$ cat config.mk
export PLATFORM = sky130hd
export DESIGN_NAME = led_matrix_scan_ctrl
export DESIGN_NICKNAME = d
export VERILOG_FILES = /design/src/rtl/led_matrix_scan_ctrl_pkg.sv /design/src/rtl/led_matrix_scan_ctrl_dwell_timer.sv /design/src/rtl/led_matrix_scan_ctrl.sv
export SDC_FILE = /design/constraint.sdc
export NUM_CORES = 1
export LEC_CHECK = 0
export ABC_CLOCK_PERIOD_IN_PS = 3850
export BUFFER_PORTS_ARGS = -buffer_cell sky130_fd_sc_hd__buf_2
export CAP_MARGIN = 40
export CORE_ASPECT_RATIO = 0.5
export CORE_MARGIN = 2
export CORE_UTILIZATION = 40
export DETAILED_ROUTE_END_ITERATION = 12
export SKIP_LAST_GASP = 1
export SYNTH_ARGS = -nofsm -noshare
export SYNTH_HDL_FRONTEND = slang
export SYNTH_SLANG_ARGS = --single-unit
$ cat constraint.sdc
create_clock -name clk -period 3.85 [get_ports clk]
set_input_delay 0.385 -clock clk [delete_from_list [all_inputs] [get_ports clk]]
set_output_delay 0.385 -clock clk [all_outputs]
set_load 0.03 [all_outputs]
$ cat src/rtl/led_matrix_scan_ctrl_pkg.sv
// Shared definitions for the 8x8 stacker LED matrix scan controller:
// matrix geometry, scan state encoding and a counter-width helper.
package led_matrix_scan_ctrl_pkg;

    localparam int MATRIX_ROWS = 8;
    localparam int MATRIX_COLS = 8;
    localparam int ROW_W       = $clog2(MATRIX_ROWS);

    typedef enum logic [1:0] {
        SCAN_IDLE  = 2'd0,
        SCAN_LOAD  = 2'd1,
        SCAN_BLANK = 2'd2,
        SCAN_SHOW  = 2'd3
    } scan_state_t;

    // Interval counter width: holds values up to max(dwell, blank)-1, never narrower than 1 bit.
    function automatic int cnt_width(input int dwell_cyc, input int blank_cyc);
        int m;
        m = (dwell_cyc > blank_cyc) ? dwell_cyc : blank_cyc;
        return (m < 2) ? 1 : $clog2(m);
    endfunction

endpackage

$ cat src/rtl/led_matrix_scan_ctrl_dwell_timer.sv
// Loadable saturating down-counter with a terminal-count flag. Times both the
// blanking gap and the row dwell; tc_next lets the caller register a pulse that
// coincides with the final cycle of an interval.
module led_matrix_scan_ctrl_dwell_timer #(
    parameter int WIDTH = 4
) (
    input  logic             clk,
    input  logic             srst,
    input  logic             load,
    input  logic [WIDTH-1:0] load_val,
    output logic             tc,
    output logic             tc_next
);

    logic [WIDTH-1:0] count_reg;
    logic [WIDTH-1:0] count_next;

    // Next count: load wins, otherwise count down and hold at zero.
    always_comb begin
        count_next = count_reg;
        if (load) begin
            count_next = load_val;
        end else if (count_reg != '0) begin
            count_next = count_reg - 1'b1;
        end
    end

    // Counter register.
    always_ff @(posedge clk) begin
        if (srst) begin
            count_reg <= '0;
        end else begin
            count_reg <= count_next;
        end
    end

    assign tc      = (count_reg == '0);
    assign tc_next = (count_next == '0);

endmodule

$ cat src/rtl/led_matrix_scan_ctrl.sv
// Row-multiplexed scan controller for the 8x8 stacker LED matrix. The engine's
// frame lands in a shadow buffer and is copied to the active buffer only at the
// start of a frame, so the displayed image never tears. Each row is preceded by
// a blanking gap to prevent ghosting. All outputs are registered and aligned
// with the state they describe; polarity is applied only at the output flops.
module led_matrix_scan_ctrl
    import led_matrix_scan_ctrl_pkg::*;
#(
    parameter int DWELL_CYC   = 1024,
    parameter int BLANK_CYC   = 16,
    parameter bit ROW_ACT_LOW = 1'b0,
    parameter bit COL_ACT_LOW = 1'b0
) (
    input  logic        clk,
    input  logic        rstBtn,
    input  logic        enable,
    input  logic [63:0] frameIn,
    input  logic        frameWe,
    output logic [7:0]  rowSel,
    output logic [7:0]  colData,
    output logic        frameStart,
    output logic        frameDone
);

    localparam int                CNT_W        = cnt_width(DWELL_CYC, BLANK_CYC);
    localparam logic [CNT_W-1:0]  DWELL_LOAD   = CNT_W'(DWELL_CYC - 1);
    localparam logic [CNT_W-1:0]  BLANK_LOAD   = CNT_W'(BLANK_CYC - 1);
    localparam logic [ROW_W-1:0]  LAST_ROW     = ROW_W'(MATRIX_ROWS - 1);
    localparam logic [7:0]        ROW_INACTIVE = {8{ROW_ACT_LOW}};
    localparam logic [7:0]        COL_INACTIVE = {8{COL_ACT_LOW}};

    scan_state_t             state_reg;
    scan_state_t             state_next;
    logic [ROW_W-1:0]        row_reg;
    logic [ROW_W-1:0]        row_next;
    logic [63:0]             shadow_reg;
    logic [63:0]             active_reg;

    logic                    timer_load;
    logic [CNT_W-1:0]        timer_val;
    logic                    timer_tc;
    logic                    timer_tc_next;

    logic [MATRIX_ROWS-1:0]  row_onehot;
    logic                    lit_next;
    logic [7:0]              row_sel_next;
    logic [7:0]              col_data_next;
    logic                    frame_start_next;
    logic                    frame_done_next;

    led_matrix_scan_ctrl_dwell_timer #(
        .WIDTH (CNT_W)
    ) u_dwell_timer (
        .clk      (clk),
        .srst     (rstBtn),
        .load     (timer_load),
        .load_val (timer_val),
        .tc       (timer_tc),
        .tc_next  (timer_tc_next)
    );

    // One-hot decode of the row that will be lit next cycle.
    generate
        for (genvar gi = 0; gi < MATRIX_ROWS; gi++) begin : g_row_decode
            assign row_onehot[gi] = (row_next == ROW_W'(gi));
        end
    endgenerate

    // Next-state logic. The timer is reloaded on every state change (so it never
    // wraps) and only counts down while dwelling in BLANK or SHOW.
    always_comb begin
        state_next = state_reg;
        row_next   = row_reg;
        timer_load = 1'b1;
        timer_val  = '0;
        if (!enable) begin
            state_next = SCAN_IDLE;
            row_next   = '0;
        end else begin
            case (state_reg)
                SCAN_IDLE: begin
                    state_next = SCAN_LOAD;
                end
                SCAN_LOAD: begin
                    state_next = SCAN_BLANK;
                    row_next   = '0;
                    timer_val  = BLANK_LOAD;
                end
                SCAN_BLANK: begin
                    if (timer_tc) begin
                        state_next = SCAN_SHOW;
                        timer_val  = DWELL_LOAD;
                    end else begin
                        timer_load = 1'b0;
                    end
                end
                SCAN_SHOW: begin
                    if (timer_tc) begin
                        if (row_reg == LAST_ROW) begin
                            state_next = SCAN_LOAD;
                            row_next   = '0;
                        end else begin
                            state_next = SCAN_BLANK;
                            row_next   = row_reg + 1'b1;
                            timer_val  = BLANK_LOAD;
                        end
                    end else begin
                        timer_load = 1'b0;
                    end
                end
                default: begin
                    state_next = SCAN_IDLE;
                    row_next   = '0;
                end
            endcase
        end
    end

    // Output values for the coming cycle, derived from the next state so the
    // registered outputs line up with the state register.
    always_comb begin
        lit_next         = (state_next == SCAN_SHOW);
        row_sel_next     = lit_next ? row_onehot : 8'h00;
        col_data_next    = lit_next ? active_reg[{row_next, 3'b000} +: 8] : 8'h00;
        frame_start_next = (state_next == SCAN_LOAD);
        frame_done_next  = lit_next && (row_next == LAST_ROW) && timer_tc_next;
    end

    // State, row index and frame buffers. A write in the LOAD cycle goes straight
    // through to the active buffer so it is shown in the frame just starting.
    always_ff @(posedge clk) begin
        if (rstBtn) begin
            state_reg  <= SCAN_IDLE;
            row_reg    <= '0;
            shadow_reg <= '0;
            active_reg <= '0;
        end else begin
            state_reg <= state_next;
            row_reg   <= row_next;
            if (frameWe) begin
                shadow_reg <= frameIn;
            end
            if (state_reg == SCAN_LOAD) begin
                active_reg <= frameWe ? frameIn : shadow_reg;
            end
        end
    end

    // Output registers; pin polarity is applied only here.
    always_ff @(posedge clk) begin
        if (rstBtn) begin
            rowSel     <= ROW_INACTIVE;
            colData    <= COL_INACTIVE;
            frameStart <= 1'b0;
            frameDone  <= 1'b0;
        end else begin
            rowSel     <= row_sel_next ^ ROW_INACTIVE;
            colData    <= col_data_next ^ COL_INACTIVE;
            frameStart <= frame_start_next;
            frameDone  <= frame_done_next;
        end
    end

endmodule

==> results.sh, run 1 <==
export IMPL_n_fill_cell=1474
export IMPL_drtPass1Iterations=4
export IMPL_worst_path_buf_inv=1
export IMPL_cp_slowest_stage_delay_ps=610
export IMPL_start_util=0.408
export IMPL_rsz0062_at_grt="false"
export IMPL_seqCellArea_um2=3220
export IMPL_grt_overflow_total=0
export IMPL_synth_seq_cells=161
export IMPL_path_delay_family="simple AND/OR/NAND/NOR gates"
export IMPL_worstSetupEndpointType="flip-flop"
export IMPL_synth_edff_count=0
export IMPL_vias=4628
export IMPL_setup_viol=0
export IMPL_clockRootBuffer="clkbuf_16"
export IMPL_cp_slowest_cell="or4b_1"
export IMPL_synth_flop_cell="dfxtp_1"
export IMPL_wire_per_inst_um=15.4
export IMPL_tightest_slew_ps=712
export IMPL_grt_pass1_wl_mm=23.0
export IMPL_area_growth_syn_to_layout_pct=17.2
export IMPL_synth_warnings=0
export IMPL_multiInputGateArea_um2=2840
export IMPL_postCtsHoldBufs=0
export IMPL_drv_cap=0
export IMPL_final_max_slew_viol_count=0
export IMPL_clkSlewWorstSetupHoldPaths_ps=70
export IMPL_synth_net_count=709
export IMPL_grt_max_degree=72
export IMPL_viasPerCell=5.07
export IMPL_drc_errors=0
export IMPL_postSynthAreaPerCell_um2=9.85
export IMPL_cts_resized_gates=0
export IMPL_worstHoldPathType="input port to flip-flop"
export IMPL_p_leak_nw=3.02
export IMPL_min_period_over_period=0.808
export IMPL_fin_nets=767
export IMPL_path_class="flip-flop to flip-flop"
export IMPL_worst_path_stages=8
export IMPL_clk_latency_ps=420
export IMPL_diodes=0
export IMPL_ir_drop_mv=0.210
export IMPL_status="finished, final reports clean"
export IMPL_io_buffers=85
export IMPL_wl_mm=14.1
export IMPL_dieWidth_um=181
export IMPL_ioPinCount=86
export IMPL_r2r_cells=8
export IMPL_gp_congestion=0.832
export IMPL_cts_max_path_buffers=2
export IMPL_power_density_nw_per_um2=506
export IMPL_die_area_um2=16800
export IMPL_grt_pass1_vias=4404
export IMPL_cp_start_kind="flip-flop"
export IMPL_worstPathRequired_ps=4130
export IMPL_final_hold_viol_count=0
export IMPL_yosysSeqAreaShare=0.514
export IMPL_crit_path_cell_trace="inv_1 > ha_1 > or4b_1 > nor4_2 > a22o_1 > mux2_2 > a22oi_1 > o211ai_1"
export IMPL_cts_setup_buffers=0
export IMPL_cts_sinks=161
export IMPL_synthCells=637
export IMPL_grt_usage=0.175
export IMPL_antenna_found_initial=0
export IMPL_critPathMaxFanout=12
export IMPL_ys_async_sr_fraction=0
export IMPL_setup_tns_ps=0
export IMPL_total_power_w=0.00372
export IMPL_antenna_left=0
export IMPL_period_needed_ps=3110
export IMPL_numCtsBuffers=17
export IMPL_fmax_mhz=321
export IMPL_drt_iter0_drc=309
export IMPL_core_um2=15400
export IMPL_die_y_um=92.5
export IMPL_netlist_area_um2=6270
export IMPL_hold_depth=3
export IMPL_slew_limit_headroom=0.526
export IMPL_hpwl_mm=9.75
export IMPL_finClkSkew_ps=10.6
export IMPL_arrival_ps=3390
export IMPL_cts_tree="built"
export IMPL_fp_row_count=32
export IMPL_drive_gt1_frac=0.213
export IMPL_netlist_cell_type_count=55
export IMPL_htreeDepth=4
## power by group
group          switching (W)  internal, W  total [W]
Sequential         0.0000541      0.00176    0.00181
Combinational       0.000191     0.000145   0.000335
Clock               0.000728     0.000845    0.00157
Total               0.000973      0.00275    0.00372
## final timing paths
check                                       to                       start  slack (ps)
worst min-delay path            shadow_reg[47]                 frameIn[47]         230
worst max-delay path                colData[1]  u_dwell_timer.count_reg[0]         740
worst min register to register      colData[2]              active_reg[42]         490
worst max register to register      colData[1]  u_dwell_timer.count_reg[0]         740
## per-stage QoR
step / cells / hold WS, ps / util / instance area [µm²] / setup WS (ps)
after global routing: 912 / 235 / 0.478 / 7350 / 479
after detailed placement: 880 / 473 / 0.442 / 6800 / 769
final: 912 / 228 / 0.478 / 7350 / 739
after global placement: 879 / 466 / 0.441 / 6780 / 834
after CTS: 912 / 223 / 0.478 / 7350 / 743
after floorplan: 637 / 443 / - / 6270 / 1150
## cell usage in the layout (no fill, tap or decap), types with 4 or more instances in the layout
cell type / n
ha_1: 4
o211ai_1: 9
buf_2: 83
a22oi_1: 8
mux2_2: 14
buf_4: 6
clkbuf_16: 17
nor2_1: 146
nor3_1: 8
a211oi_1: 65
a21oi_1: 12
inv_6: 4
o21ai_0: 4
nand2_1: 21
mux2i_1: 71
dfxtp_1: 161
a2bb2oi_1: 7
## Yosys cell counts (all sizes together), types with 2 or more instances
library cell,number,area [µm²]
mux2,16,180
a21oi,12,60.1
dfxtp,161,3220
nor2b,2,12.5
a21boi,3,22.5
clkbuf,34,128
xnor2,3,26.3
a211o,2,17.5
or4,3,30.0
a22oi,10,85.1
nand4,2,12.5
or3,3,18.8
a211oi,66,508
ha,4,50.1
nor2,147,554
o31ai,4,43.8
nor3,11,76.3
inv,2,7.51
o211ai,9,67.6
o21ai,5,28.8
a22o,2,17.5
mux2i,71,711
nor4,2,18.8
buf,17,85.1
xor2,2,17.5
nor4b,2,23.8
nand2b,2,12.5
a2bb2oi,7,61.3
nand2,21,78.8
## layout make-up
type,instances,area share
Sequential cell,161,0.438
Multi-Input combinational cell,423,0.386
Timing Repair Buffer,90,0.0653
Clock buffer,17,0.0579
Tap cell,204,0.0347
Clock inverter,15,0.0170
Inverter,2,0.00102
## logic make-up after synthesis
logic type	count (synthesis)	synth area share
fa+ha+maj	4	0.00798
compound gates	123	0.150
flops	161	0.514
mux	87	0.142
xor+xnor	5	0.00698
buf+inv	53	0.0351
simple gates	204	0.144
## worst min-delay path, stage by stage
cell and delay, ps:
buf_2 80, mux2i_1 70, nor2_1 80
## per-layer routing
metal	wire length, µm	part of all wire	vias to the layer above	GRT usage
met4	86	0.0061	0	0.0407
met2	5970	0.42	80	0.263
met5	0	0	-	0
li1	-	-	2378	-
met1	7420	0.53	2164	0.254
met3	588	0.042	6	0.0393
No activity file was read; power rests on OpenSTA's default activity.
==> run 2: changes to the inputs <==
Settings changed: ABC_CLOCK_PERIOD_IN_PS 3850 to 3270.
Clock period 3.85 ns to 3.27 ns, I/O delays scaled along.
==> run 2 against run 1 <==
  * Fmax is 4.2% higher
  * Via count increased by 0.19%
  * Critical path depth is 2 higher
  * Combinational power up 20%
  * Sequential power up 18%
  * First-iteration DRC count shrank 2.9%
  * Sequential cell count stayed put
  * Cell count rose by 0.11%
  * Critical path type unchanged
==> results.sh, run 2 (synthesized netlist as in run 1, its figures left out) <==
export IMPL_start_util=0.408
export IMPL_final_max_slew_viol_count=0
export IMPL_ioPinCount=86
export IMPL_cts_resized_gates=0
export IMPL_wl_mm=14.2
export IMPL_io_buffers=85
export IMPL_numCtsBuffers=17
export IMPL_fmax_mhz=335
export IMPL_cp_startpoint="u_dwell_timer.count_reg[0]"
export IMPL_die_y_um=92.5
export IMPL_final_hold_viol_count=0
export IMPL_clkSlewWorstSetupHoldPaths_ps=70
export IMPL_cts_max_path_buffers=2
export IMPL_holdPathEnd="shadow_reg[11]"
export IMPL_slew_limit_headroom=0.484
export IMPL_drtPass1Iterations=4
export IMPL_arrival_ps=3310
export IMPL_hold_depth=3
export IMPL_path_class="flip-flop to flip-flop"
export IMPL_worstSetupEndpointType="flip-flop"
export IMPL_final_common_cell="dfxtp_1"
export IMPL_power_density_nw_per_um2=615
export IMPL_mostFrequentLayoutCells="161 x dfxtp_1, 146 x nor2_1, 83 x buf_2"
export IMPL_cts_setup_buffers=0
export IMPL_clockRootBuffer="clkbuf_16"
export IMPL_rr_endpoint="colData[5]"
export IMPL_setup_tns_ps=0
export IMPL_vias=4637
export IMPL_cp_start_kind="flip-flop"
export IMPL_critPathMaxFanout=17
export IMPL_fin_nets=768
export IMPL_seqCellArea_um2=3220
export IMPL_n_fill_cell=1503
export IMPL_grt_pass1_wl_mm=22.9
export IMPL_die_area_um2=16800
export IMPL_cts_sinks=161
export IMPL_antenna_found_initial=0
export IMPL_status="finished, final reports clean"
export IMPL_setup_viol=0
export IMPL_antenna_left=0
export IMPL_dieWidth_um=181
export IMPL_postCtsHoldBufs=0
export IMPL_grt_overflow_total=0
export IMPL_cts_tree="built"
export IMPL_hpwl_mm=9.88
export IMPL_diodes=0
export IMPL_dpl_cell_area_um2=6820
export IMPL_viasPerCell=5.08
export IMPL_worstPathRequired_ps=3600
export IMPL_rsz0062_at_grt="false"
export IMPL_multiInputGateArea_um2=2840
export IMPL_period_needed_ps=2980
export IMPL_stdcell_area_um2=7430
export IMPL_area_growth_syn_to_layout_pct=18.5
export IMPL_drv_cap=0
export IMPL_wire_per_inst_um=15.5
export IMPL_fp_row_count=32
export IMPL_grt_max_degree=83
export IMPL_r2r_cells=10
export IMPL_ff2ff_setup_slack_ps=290
export IMPL_worstHoldPathType="input port to flip-flop"
export IMPL_min_period_over_period=0.913
export IMPL_r2r_start="u_dwell_timer.count_reg[0]"
export IMPL_tightest_slew_ps=775
export IMPL_drive_gt1_frac=0.216
export IMPL_core_um2=15400
export IMPL_htreeDepth=4
export IMPL_ir_drop_mv=0.442
export IMPL_drt_iter0_drc=300
export IMPL_clk_latency_ps=420
export IMPL_gp_congestion=0.835
export IMPL_grt_pass1_vias=4361
export IMPL_drc_errors=0
export IMPL_p_leak_nw=3.05
export IMPL_grt_usage=0.175
export IMPL_min_from="frameIn[11]"
export IMPL_finClkSkew_ps=9.16
==> run 2: changes by cell type in the layout (fill, tap and decap cells not counted), sizes merged <==
cell | before | now
buf | 90 | 91
bufinv | 0 | 2
clkbuf | 17 | 20
clkinv | 6 | 2
inv | 9 | 8
==> run 2: how the worst max path moves through the flow <==
stage                  to  slack (ps)
2_1_floorplan  colData[1]         570
3_3_place_gp   colData[2]         300
3_5_place_dp   colData[4]         170
4_1_cts        colData[3]         140
5_1_grt        colData[5]          30
6_report       colData[5]         290
==> run 2: final cells by class <==
cell class | instances | share of cell area
flip-flops and latches | 161 | 0.434
multi-input cells | 423 | 0.382
repair buffers | 91 | 0.0667
clock buffers | 20 | 0.0628
well taps | 204 | 0.0344
clock inverters | 12 | 0.0194
inverters | 2 | 0.00101
==> run 2: routing by layer <==
metal  track usage  vias to the layer above  part of all wire
met3        0.0385                       12             0.031
met2         0.252                       78              0.41
li1              -                     2379                 -
met4        0.0400                        0            0.0089
met5             0                        -                 0
met1         0.263                     2168              0.55
==> run 2: critical path, cell delays in order (launching register included) <==
cell	delay (ps)
dfxtp_1	330
inv_1	100
ha_1	170
or4b_1	620
o31ai_4	270
nand2_1	160
a22o_1	280
buf_4	210
nor2_2	380
a22oi_1	160
o2111ai_1	200
==> run 2: through the flow <==
| step | setup slack, ps | power, W | hold slack (ps) | utilization | instances |
|---|---|---|---|---|---|
| 6_report | 285 | 0.00457 | 174 | 0.483 | 913 |
| 5_1_grt | 26.6 | 0.00476 | 182 | 0.483 | 913 |
| 2_1_floorplan | 573 | 0.00245 | 443 | - | 637 |
| 4_1_cts | 141 | 0.00462 | 167 | 0.483 | 913 |
| 3_3_place_gp | 298 | 0.00258 | 473 | 0.442 | 880 |
| 3_5_place_dp | 171 | 0.00258 | 476 | 0.443 | 881 |
==> run 2: where the power goes <==
part           internal (W)  leakage, nW  switching [W]
Clock               0.00120        0.296       0.000830
Combinational      0.000174         1.44       0.000228
Sequential          0.00207         1.32      0.0000632
==> run 3: changes to the inputs <==
--- a/config.mk
+++ b/config.mk
@@ -9,8 +9,11 @@
 export BUFFER_PORTS_ARGS = -buffer_cell sky130_fd_sc_hd__buf_2
 export CAP_MARGIN = 40
+export CELL_PAD_IN_SITES_DETAIL_PLACEMENT = 0
+export CELL_PAD_IN_SITES_GLOBAL_PLACEMENT = 2
 export CORE_ASPECT_RATIO = 0.5
 export CORE_MARGIN = 2
-export CORE_UTILIZATION = 40
+export CORE_UTILIZATION = 36
 export DETAILED_ROUTE_END_ITERATION = 12
+export PLACE_DENSITY_LB_ADDON = 0.1
 export SKIP_LAST_GASP = 1
 export SYNTH_ARGS = -nofsm -noshare
==> constraint.sdc (replaced) <==
create_clock -name clk -period 3.27 [get_ports clk]
set_input_delay 0.327 -clock clk [delete_from_list [all_inputs] [get_ports clk]]
set_output_delay 0.327 -clock clk [all_outputs]
set_load 0.005 [all_outputs]
==> run 3 against run 2 <==
  * Register-to-register slack lost 60 ps
  * Hold slack worse by 3.1 ps
  * Clock skew down 2.9 ps
  * Total power up 0.83%
  * Global-route usage decreased by 0.35 points
  * Worst setup slack got worse by 60 ps
  * Cell count rose by 3.5%
  * Critical path depth is 1 lower
  * Sequential power about the same
  * Non-clock buffer count rose by 2
  * Critical path type unchanged
==> results.sh, run 3 (synthesized netlist as in run 1, its figures left out) <==
export IMPL_drtPass1Iterations=4
export IMPL_antenna_found_initial=0
export IMPL_wl_mm=15.2
export IMPL_htreeDepth=4
export IMPL_area_growth_syn_to_layout_pct=19.5
export IMPL_gp_congestion=0.740
export IMPL_setup_viol=0
export IMPL_final_hold_viol_count=0
export IMPL_clk_latency_ps=420
export IMPL_arrival_ps=3340
export IMPL_worstSetupEndpointType="flip-flop"
export IMPL_cp_slowest_stage_delay_ps=610
export IMPL_drive_gt1_frac=0.217
export IMPL_viasPerCell=4.92
export IMPL_io_buffers=85
export IMPL_seqCellArea_um2=3220
export IMPL_worstPathRequired_ps=3570
export IMPL_fmax_mhz=328
export IMPL_cts_sinks=161
export IMPL_antenna_left=0
export IMPL_tightest_slew_ps=771
export IMPL_path_class="flip-flop to flip-flop"
export IMPL_cts_tree="built"
export IMPL_die_y_um=97.3
export IMPL_power_density_nw_per_um2=615
export IMPL_vias=4653
export IMPL_fp_row_count=34
export IMPL_diodes=0
export IMPL_min_period_over_period=0.931
export IMPL_wire_per_inst_um=16.1
export IMPL_dieWidth_um=191
export IMPL_mostFrequentLayoutCells="161 x dfxtp_1, 146 x nor2_1, 83 x buf_2"
export IMPL_fin_nets=770
export IMPL_cts_max_path_buffers=2
export IMPL_timing_hold_ws_ps=171
export IMPL_grt_pass1_vias=4382
export IMPL_grt_max_degree=129
export IMPL_status="finished, final reports clean"
export IMPL_final_max_slew_viol_count=0
export IMPL_cts_setup_buffers=0
export IMPL_numCtsBuffers=17
export IMPL_cp_slowest_cell="or4b_1"
export IMPL_final_common_cell="dfxtp_1"
export IMPL_critPathMaxFanout=12
export IMPL_slew_limit_headroom=0.486
export IMPL_drv_cap=0
export IMPL_p_leak_nw=3.06
export IMPL_core_um2=17200
export IMPL_crit_path_cell_trace="inv_1 > ha_1 > or4b_1 > nor4_2 > buf_4 > a22o_1 > nor2_2 > a22oi_1 > o211ai_1"
export IMPL_worstHoldPathType="input port to flip-flop"
export IMPL_cts_resized_gates=0
export IMPL_grt_usage=0.171
export IMPL_grt_pass1_wl_mm=24.4
export IMPL_grt_overflow_total=0
export IMPL_clockRootBuffer="clkbuf_16"
export IMPL_n_fill_cell=1724
export IMPL_start_util=0.364
export IMPL_period_needed_ps=3040
export IMPL_clkSlewWorstSetupHoldPaths_ps=70
export IMPL_finClkSkew_ps=6.24
export IMPL_drc_errors=0
export IMPL_total_power_w=0.00461
export IMPL_drt_iter0_drc=249
export IMPL_rsz0062_at_grt="false"
export IMPL_die_area_um2=18600
export IMPL_hpwl_mm=10.6
export IMPL_multiInputGateArea_um2=2840
export IMPL_setup_tns_ps=0
export IMPL_ir_drop_mv=0.372
export IMPL_postCtsHoldBufs=0
export IMPL_cp_start_kind="flip-flop"
export IMPL_ioPinCount=86
## run 3: area by class of cell
cell class              count  area share
flip-flops and latches    161       0.430
well taps                 234      0.0391
clock buffers              18      0.0586
multi-input cells         423       0.379
inverters                   2     0.00100
repair buffers             93      0.0688
clock inverters            14      0.0239
## run 3: critical path: cells and delay by family, from the launching register on
family | cells | cell delay [ps]
AO/OA/AOI/OAI | 3 | 970
adder cells (fa/ha/maj) | 1 | 160
buffers and inverters | 2 | 290
flip-flops | 1 | 330
AND/OR/NAND/NOR | 3 | 1160
## run 3: stage by stage
step / instances / instance area (µm²) / setup WS, ps / util
finish: 945 / 7490 / 225 / 0.435
global route: 945 / 7490 / 5.71 / 0.435
CTS: 945 / 7490 / 246 / 0.435
detailed placement: 913 / 6880 / 266 / 0.399
global placement: 913 / 6880 / 347 / 0.399
floorplan: 637 / 6270 / 573 / -
## run 3: layer usage
| metal | global-route usage | up-vias | share of wire | wire length, µm |
|---|---|---|---|---|
| li1 | - | 2383 | - | - |
| met1 | 0.269 | 2187 | 0.56 | 8440 |
| met2 | 0.230 | 74 | 0.40 | 6140 |
| met3 | 0.0368 | 9 | 0.033 | 505 |
| met4 | 0.0483 | 0 | 0.0072 | 110 |
| met5 | 0 | - | 0 | 0 |
## run 3: path summary, 6_finish.rpt
path | startpoint | to | depth (start not counted) | slack, ps
min reg2reg | shadow_reg[34] | shadow_reg[34] | 2 | 490
min | frameIn[3] | shadow_reg[3] | 3 | 170
max | u_dwell_timer.count_reg[0] | colData[4] | 9 | 230
max reg2reg | u_dwell_timer.count_reg[0] | colData[4] | 9 | 230
## run 3: report_power, final
group	switching, W	internal, W
clock network	0.000838	0.00123
registers	0.0000658	0.00207
logic	0.000227	0.000174
total	0.00113	0.00348
